## config.mk

```make
export PLATFORM = sky130hd
export DESIGN_NAME = uart_rx_timing_gen
export DESIGN_NICKNAME = d
export VERILOG_FILES = /design/src/rtl/uart_rx_timing_gen.sv
export SDC_FILE = /design/constraint.sdc
export NUM_CORES = 1
export LEC_CHECK = 0
export BUFFER_PORTS_ARGS = -buffer_cell sky130_fd_sc_hd__buf_4
export CAP_MARGIN = 20
export CORE_ASPECT_RATIO = 0.75
export CORE_UTILIZATION = 52
export DETAILED_ROUTE_END_ITERATION = 7
export PLACE_DENSITY = 0.77
export SYNTH_ARGS = -nofsm -noshare
export SYNTH_HDL_FRONTEND = slang
export SYNTH_SLANG_ARGS = --single-unit
```

## constraint.sdc

```tcl
create_clock -name clk -period 4.94 [get_ports clk]
set_input_delay 0.247 -clock clk [delete_from_list [all_inputs] [get_ports clk]]
set_output_delay 0.247 -clock clk [all_outputs]
set_load 0.01 [all_outputs]
```

## src/rtl/uart_rx_timing_gen.sv

```systemverilog
// UART RX timing generator: edge/bit counters, frame-format decode and
// three majority-vote sample strobes around each bit centre.
module uart_rx_timing_gen #(
    parameter int unsigned PRESCALE_W = 6
) (
    input  logic                  clk,
    input  logic                  rst_n,
    input  logic                  i_enable,
    input  logic                  i_restart,
    input  logic [PRESCALE_W-1:0] i_prescale,
    input  logic [1:0]            i_data_len,
    input  logic                  i_par_en,
    input  logic                  i_stop2,
    output logic [PRESCALE_W-1:0] o_edge_cnt,
    output logic [3:0]            o_bit_cnt,
    output logic [2:0]            o_sample_stb,
    output logic                  o_bit_done,
    output logic                  o_frame_done,
    output logic                  o_cfg_err
);

    logic [PRESCALE_W-1:0] r_prescale;
    logic [PRESCALE_W-1:0] r_mid;
    logic [3:0]            r_len;
    logic [PRESCALE_W-1:0] r_edge_cnt;
    logic [3:0]            r_bit_cnt;

    logic [PRESCALE_W-1:0] w_edge_d;
    logic [3:0]            w_bit_d;
    logic [3:0]            w_len;
    logic                  w_cfg_err;
    logic                  w_run;
    logic                  w_last_edge;
    logic                  w_last_bit;

    // start + data + parity + stop(s)
    assign w_len = 4'd7 + {2'b00, i_data_len} + {3'b000, i_par_en} + {3'b000, i_stop2};

    // Shadow tracks the inputs while idle and is frozen for the whole frame.
    always_ff @(posedge clk or negedge rst_n) begin
        if (!rst_n) begin
            r_prescale <= '0;
            r_mid      <= '0;
            r_len      <= 4'd7;
        end else if (!i_enable) begin
            r_prescale <= i_prescale;
            r_mid      <= i_prescale >> 1;
            r_len      <= w_len;
        end
    end

    assign w_cfg_err   = (r_prescale < PRESCALE_W'(4));
    assign w_run       = i_enable && !w_cfg_err;
    assign w_last_edge = (r_edge_cnt == r_prescale - PRESCALE_W'(1));
    assign w_last_bit  = (r_bit_cnt == r_len - 4'd1);

    always_comb begin
        w_edge_d = '0;
        w_bit_d  = '0;
        if (w_run && !i_restart) begin
            if (w_last_edge) begin
                w_edge_d = '0;
                w_bit_d  = w_last_bit ? 4'd0 : r_bit_cnt + 4'd1;
            end else begin
                w_edge_d = r_edge_cnt + PRESCALE_W'(1);
                w_bit_d  = r_bit_cnt;
            end
        end
    end

    always_ff @(posedge clk or negedge rst_n) begin
        if (!rst_n) begin
            r_edge_cnt <= '0;
            r_bit_cnt  <= '0;
        end else begin
            r_edge_cnt <= w_edge_d;
            r_bit_cnt  <= w_bit_d;
        end
    end

    // prescale >= 4 keeps mid-1 and mid+1 inside 0..prescale-1
    assign o_sample_stb[0] = w_run && (r_edge_cnt == r_mid - PRESCALE_W'(1));
    assign o_sample_stb[1] = w_run && (r_edge_cnt == r_mid);
    assign o_sample_stb[2] = w_run && (r_edge_cnt == r_mid + PRESCALE_W'(1));
    assign o_bit_done      = w_run && w_last_edge;
    assign o_frame_done    = w_run && w_last_edge && w_last_bit;
    assign o_cfg_err       = w_cfg_err;
    assign o_edge_cnt      = r_edge_cnt;
    assign o_bit_cnt       = r_bit_cnt;

endmodule
```

==> impl_results.md, run 1 <==
* Worst Hold Depth at 2
* Clock Sinks at 20
* Clock buffer depth at 2
* Max stage delay on crit path at between 0.5 and 0.6 ns
* Max-slew violation count at 0
* Hold/Removal Path Class: primary input to flop
* Area Overhead vs Synth at 17.2%
* Ranking of synthesized cells by area: dfrtp_1, ha_1, xnor2_1, xor2_1, dfstp_2
* Worst r2r src: r_prescale[2]$_DFFE_PN0N_
* Initial Util at 56.8%
* Critical Path AT at between 2 and 2.5 ns
* Syn avg cell area at ~9.6 um2
* Hold Path Origin: i_prescale[3]
* Worst VDD drop at 0.157 mV
* Hold Vio Cnt, Final at 0
* Die ar. at 3200 um2
* TritonCTS clock tree: yes
* Startpoint Class: flop
* Vias at 1291
* Register area at roughly 500 um2
* Drt wl/cell at 15.4 um
* Largest net degree at the start of global routing at 21
* Buffers on Ports at 29
* Critical Path, Cell by Cell: inv_1 -> ha_1 -> a21boi_0 -> xnor2_1 -> o2111ai_2 -> nor3_1 -> and2_1 -> buf_4
* Setup bufs post-CTS at 0
* TritonCTS buffer count at 3
* Layout fillers at 228
* Post-synthesis sequential area ratio at 32.6%
* Root Buffer: clkbuf_8
* Post-route design area at 1810 um2
* Hold Path End: r_prescale[3]$_DFFE_PN0N_
* Crit path time final at 2.67 ns
* Ys Warns at 0
* Global-route wire length before repair at roughly 5700 um
* Remaining Overflow, GRT at 0
* Final Setup Violations at 0
* Worst-skew pair later-pin latency at 0.26 ns
* Gate Count Post-Synth at 162
* Core Box Area at 2720 um2
* Most frequent cells in the layout: buf_4, dfrtp_1, xor2_1, xnor2_1, nor3_1
* Final critical-path share of the clock period at 54.1%
* Clk pin slew, worst setup/hold paths at roughly 0.070 ns
* Status: finished, final reports clean
* R2R Setup Slk at between 2 and 3 ns
* Fmax at 374 MHz
* Cell taking the most area after synthesis: dfrtp_1
* Crit end category: primary output
* Worst endpoint required time at 4.69 ns
* Synth Register Bits at 20
* Max Cap Viol at 0
* Detailed-route DRC error count at 0
* Slew @ Worst Pin at roughly 0.56 ns
* Layout cells sized above 1 at 25.1%
* Synth top area share at 27.5%
* Pleak at between 0.8 and 0.9 nW
* Initial antenna violation count at 0
* Syn_nets at 187
* Post-route insts no fill at between 200 and 250
* DR iter-0 viols at 194
* NumNets Final at around 210
* Std-Cell Rows at 16
* DR pass1 iterations at 4
* Placed inst area at 1760 um2
* Max-slew headroom at around 63%
* Sum Neg Setup Slack at 0 ns
* Routed wire length at approximately 3400 um
* Placed Cells incl. Taps at 218
* Netlist cell types at 41
* Die width at 65.0 um
* Maximum fanout along the worst path at 10
* Ports at 30
* Htree depth at 1
* Vias in the first global route at 1204
* CP max stage cell: dfrtp_1
* Die Y at 49.2 um
* Routed vias/inst at 5.79
* Routability congestion estimate from global placement at 0.900
* Post-route ant nets at 0
* Ant diodes at 0
* Hpwl dp at 2690 um
* Worst R2R Path Depth at 7
* RSZ-0062 raised after global routing: no
* Clock Skews at 0.0102 ns
* Power Dens Cells at 235 nW/um2
* RR Endpoint: o_bit_cnt[0]$_DFFE_PN0P_
* GRT Total Usage at 23.6%
* Post-synthesis cell area at between 1500 and 2000 um2
* Critical path class: flop to primary output
* Fin util at 66.6%
* Most common cell after layout, fill and taps aside: buf_4
* Multi-input logic area at 955 um2
* Final hold slack at 0.224 ns
cells in the mapped netlist:
library cell,n
xor2_1,13
nor4_1,3
buf_4,1
nor2_1,7
a21oi_1,5
mux2_2,7
or3_1,1
nand2b_1,3
nor2b_1,1
and3_1,1
buf_2,5
xnor2_1,13
a21boi_0,1
nor3_1,11
and4b_1,1
o211ai_1,3
nor3b_4,1
xnor3_1,1
dfstp_2,3
or2_2,1
clkbuf_1,2
nand4b_1,1
buf_6,1
o21ai_0,8
or4_4,1
nand4_1,1
and2_1,3
o2111ai_2,1
a211oi_1,1
dfrtp_1,17
nor3b_1,2
nor4b_1,1
o2111a_1,1
a32oi_1,1
nand3_1,8
ha_1,10
a32o_1,3
nand2_1,6
a21oi_2,1
fa_1,1
inv_1,10
through the flow:
step                      worst slack, ns  power, mW
after floorplan                      2.63      0.285
after global placement               2.75      0.311
after detailed placement             2.57      0.318
after CTS                            2.28      0.429
after global routing                 2.15      0.452
final                                2.27      0.427
power breakdown:
part	switching (mW)	internal (mW)	leakage, nW
Combinational	0.0613	0.0574	0.531
Clock	0.0526	0.0574	0.0228
Sequential	0.0209	0.178	0.250
Total	0.135	0.292	0.804
cells by family after synthesis:
kind of cell	count (synthesis)	share of synthesized area (%)
compound gates	25	11.4
fa+ha+maj	11	9.38
flops	20	32.6
mux	7	5.09
xor+xnor	27	16.2
buf+inv	19	5.74
simple gates	53	19.6
repair_timing:
action | in CTS | in global routing
hold buffers | 1 | 0
gates resized for setup | 0 | 0
endpoints found under the hold margin | 17 | 0
worst max-delay path by stage:
stage	from	slack, ns	endpoint
floorplan	r_prescale[2]$_DFFE_PN0N_	2.63	o_frame_done
global placement	r_prescale[2]$_DFFE_PN0N_	2.75	o_frame_done
detailed placement	r_prescale[2]$_DFFE_PN0N_	2.57	o_frame_done
CTS	r_prescale[2]$_DFFE_PN0N_	2.28	o_frame_done
global route	r_prescale[2]$_DFFE_PN0N_	2.15	o_frame_done
finish	r_prescale[2]$_DFFE_PN0N_	2.27	o_frame_done
worst max-delay path, delay by kind of cell, from the launching register on:
kind	cells	cell delay (ns)
AOI/OAI and AO/OA	2	0.49
adders and majority gates	1	0.22
xor gates and xnor gates	1	0.21
and+or+nand+nor	2	0.49
buffers and inverters	2	0.26
DFF	1	0.51
routing by layer:
metal  share of wire, %  track usage [%]  vias up
li1                   -                -      624
met1                 43             33.0      591
met2                 46             37.8       69
met3                9.4             4.91        7
met4                1.3             4.07        0
met5                  0                0        -
final cells by class:
class,count,share of cell area [%]
multi-input combinational,123,52.6
timing repair buffer,30,12.6
tap,36,2.48
sequential,20,27.8
inverter,10,2.07
clock buffer,4,2.48
state kept, by name, summed over array words and instances, names as in the netlist:
name,flops
r_prescale,6
o_edge_cnt,6
o_bit_cnt,4
r_len,4
No activity file was read; power rests on OpenSTA's default activity.
==> run 2: changes to the inputs <==
--- a/config.mk
+++ b/config.mk
@@ -8,7 +8,7 @@
 export BUFFER_PORTS_ARGS = -buffer_cell sky130_fd_sc_hd__buf_4
 export CAP_MARGIN = 20
 export CORE_ASPECT_RATIO = 0.75
-export CORE_UTILIZATION = 52
+export CORE_UTILIZATION = 50
 export DETAILED_ROUTE_END_ITERATION = 7
 export PLACE_DENSITY = 0.77
 export SYNTH_ARGS = -nofsm -noshare
==> constraint.sdc (replaced) <==
create_clock -name clk -period 2.4 [get_ports clk]
set_input_delay 0.12 -clock clk [delete_from_list [all_inputs] [get_ports clk]]
set_output_delay 0.12 -clock clk [all_outputs]
set_load 0.01 [all_outputs]
==> impl_results.md, run 2 (same netlist as run 1, synthesis figures left out) <==
* Status: finished, final reports clean (unchanged)
* Post-route insts no fill at 230 (was 223)
* CP max stage cell: dfrtp_1 (unchanged)
* Max-slew violation count at 0 (unchanged)
* Most frequent cells in the layout: buf_4, dfrtp_1, xor2_1, xnor2_1 (was buf_4, dfrtp_1, xor2_1, xnor2_1, nor3_1)
* Routed vias/inst at 5.68 (was 5.79)
* Layout fillers at 250 (was 228)
* Largest net degree at the start of global routing at 21 (unchanged)
* Worst VDD drop at 0.362 mV (was 0.157 mV)
* Htree depth at 1 (unchanged)
* Multi-input logic area at 967 um2 (was 955 um2)
* Routability congestion estimate from global placement at 0.891 (was 0.900)
* Drt wl/cell at 15.5 um (was 15.4 um)
* Final critical-path share of the clock period at 94.5%
* Fmax at approximately 440 MHz
* Critical Path, Cell by Cell: inv_1 -> ha_1 -> a21boi_0 -> xnor2_1 -> o2111ai_2 -> nor3_2 -> and2_1 -> buf_4 (was inv_1 -> ha_1 -> a21boi_0 -> xnor2_1 -> o2111ai_2 -> nor3_1 -> and2_1 -> buf_4)
* Global-route wire length before repair at 5980 um (was 5730 um)
* Fin util at 63.6% (was 66.6%)
* Vias at 1306 (was 1291)
* Ports at 30 (unchanged)
* Register area at 504 um2 (unchanged)
* Initial antenna violation count at 0 (unchanged)
* Clock Sinks at 20 (unchanged)
* Power Dens Cells at 476 nW/um2 (was 235 nW/um2)
* DR iter-0 viols at 78 (was 194)
* Die ar. at 3320 um2 (was 3200 um2)
* Startpoint Class: flop (unchanged)
* Initial Util at 52.7% (was 56.8%)
* Remaining Overflow, GRT at 0 (unchanged)
* Die Y at 50.2 um (was 49.2 um)
* Worst endpoint required time at 2.28 ns (was 4.69 ns)
* Detailed-route DRC error count at 0 (unchanged)
* Critical Path AT at 2.15 ns (was 2.43 ns)
* Crit end category: primary output (unchanged)
* Die width at 66.2 um (was 65.0 um)
* Std-Cell Rows at 17 (was 16)
* NumNets Final at 218 (was 213)
* Layout cells sized above 1 at 28.1% (was 25.1%)
* Hold/Removal Path Class: primary input to flop (unchanged)
* Final Setup Violations at 0 (unchanged)
* Buffers on Ports at 29 (unchanged)
* GR peak layer: met2 (unchanged)
* Placed Cells incl. Taps at 225 (was 218)
* GRT Total Usage at 24.5% (was 23.6%)
* Root Buffer: clkbuf_8 (unchanged)
* Worst-skew pair later-pin latency at 0.26 ns (about the same)
* Max Cap Viol at 0 (unchanged)
* Post-route ant nets at 0 (unchanged)
* Most common cell after layout, fill and taps aside: buf_4 (unchanged)
* Hold Vio Cnt, Final at 0 (unchanged)
* Pleak at 0.831 nW (was 0.804 nW)
* Core Box Area at 2940 um2 (was 2720 um2)
* TritonCTS buffer count at 3 (unchanged)
* Hpwl dp at 2690 um (about the same)
* Clock buffer depth at 2 (unchanged)
* Max-slew headroom at 72.1% (was 62.9%)
* Clock Skews at 0.00805 ns (was 0.0102 ns)
* Clk pin slew, worst setup/hold paths at 0.06 ns (was 0.07 ns)
* Ant diodes at 0 (unchanged)
* Crit path time final at 2.27 ns
* Vias in the first global route at 1303 (was 1204)
* Met3 usage at 6.82% (was 4.91%)
* Slew @ Worst Pin at 0.417 ns (was 0.557 ns)
* Routed wire length at 3560 um (was 3440 um)
* Met2 usage at 38.9% (was 37.8%)
* Maximum fanout along the worst path at 6 (was 10)
* TritonCTS clock tree: yes (unchanged)
* DR pass1 iterations at 4 (unchanged)
* Max stage delay on crit path at 0.38 ns (was 0.51 ns)
* Critical path class: flop to primary output (unchanged)
* Met1 Usage GRT at 31.4% (was 33.0%)
* Area Overhead vs Synth at 20.6% (was 17.2%)
==> run 2: cell count changes in the layout (fill, tap and decap cells not counted) <==
cell,previous run,this run
a32oi_1,1,0
a32oi_2,0,1
buf_4,29,34
nor3_1,11,10
nor3_2,0,1
==> run 2: per-stage QoR <==
stage	hold slack, ns	power [mW]	setup WS, ns	instance area, um2	TNS [ns]
final	0.0892	0.889	0.132	1870	0
after global routing	0.0838	0.941	-0.0194	1870	-0.0194
after CTS	0.0878	0.890	0.0225	1850	0
after detailed placement	0.0112	0.660	0.246	1800	0
after global placement	0.00774	0.644	0.376	1800	0
after floorplan	-0.176	0.586	0.195	1550	0
==> run 2: per-layer routing <==
layer | wire length, um | part of all wire, % | vias to the layer above
met2 | 1760 | 49 | 34
met5 | 0 | 0 | -
met4 | 58 | 1.6 | 0
met1 | 1560 | 44 | 631
met3 | 191 | 5.4 | 8
li1 | - | - | 633
==> run 2: layout make-up <==
type	count	area share, %
multi-input combinational	123	51.8
sequential	20	27.0
timing repair buffer	35	14.2
tap	38	2.55
clock buffer	4	2.41
inverter	10	2.01
==> run 2: worst paths after layout <==
kind	from	end	slack, ns	depth (start not counted)
max	r_prescale[1]$_DFFE_PN0N_	o_frame_done	0.13	8
min	i_prescale[5]	r_prescale[5]$_DFFE_PN0N_	0.09	2
max reg2reg	r_prescale[1]$_DFFE_PN0N_	o_bit_cnt[0]$_DFFE_PN0P_	0.23	7
min reg2reg	r_len[1]$_DFFE_PN1N_	r_len[1]$_DFFE_PN1N_	0.49	2
max in group asynchronous	rst_n	r_len[1]$_DFFE_PN1N_	1.86	2
min in group asynchronous	rst_n	o_edge_cnt[2]$_DFF_PN0_	0.27	2
==> run 2: critical path, delay by kind of cell, from the launching register on <==
kind	cells	cell delay, ns
xor+xnor	1	0.20
flops	1	0.38
buf+inv	2	0.23
fa+ha+maj	1	0.22
simple gates	2	0.37
compound gates	2	0.49
==> run 2: what timing repair did <==
| item | CTS | global route |
|---|---|---|
| resized for setup | 0 | 2 |
| setup endpoints to repair | 0 | 2 |
| hold buffers | 1 | 0 |
| setup buffers | 0 | 0 |
| hold endpoints to repair | 20 | 0 |
==> run 2: report_power, final <==
part | total (mW) | switching (mW) | internal [mW] | leakage [nW]
clock | 0.229 | 0.110 | 0.118 | 0.0228
sequential | 0.397 | 0.0317 | 0.366 | 0.250
combinational | 0.263 | 0.136 | 0.126 | 0.559
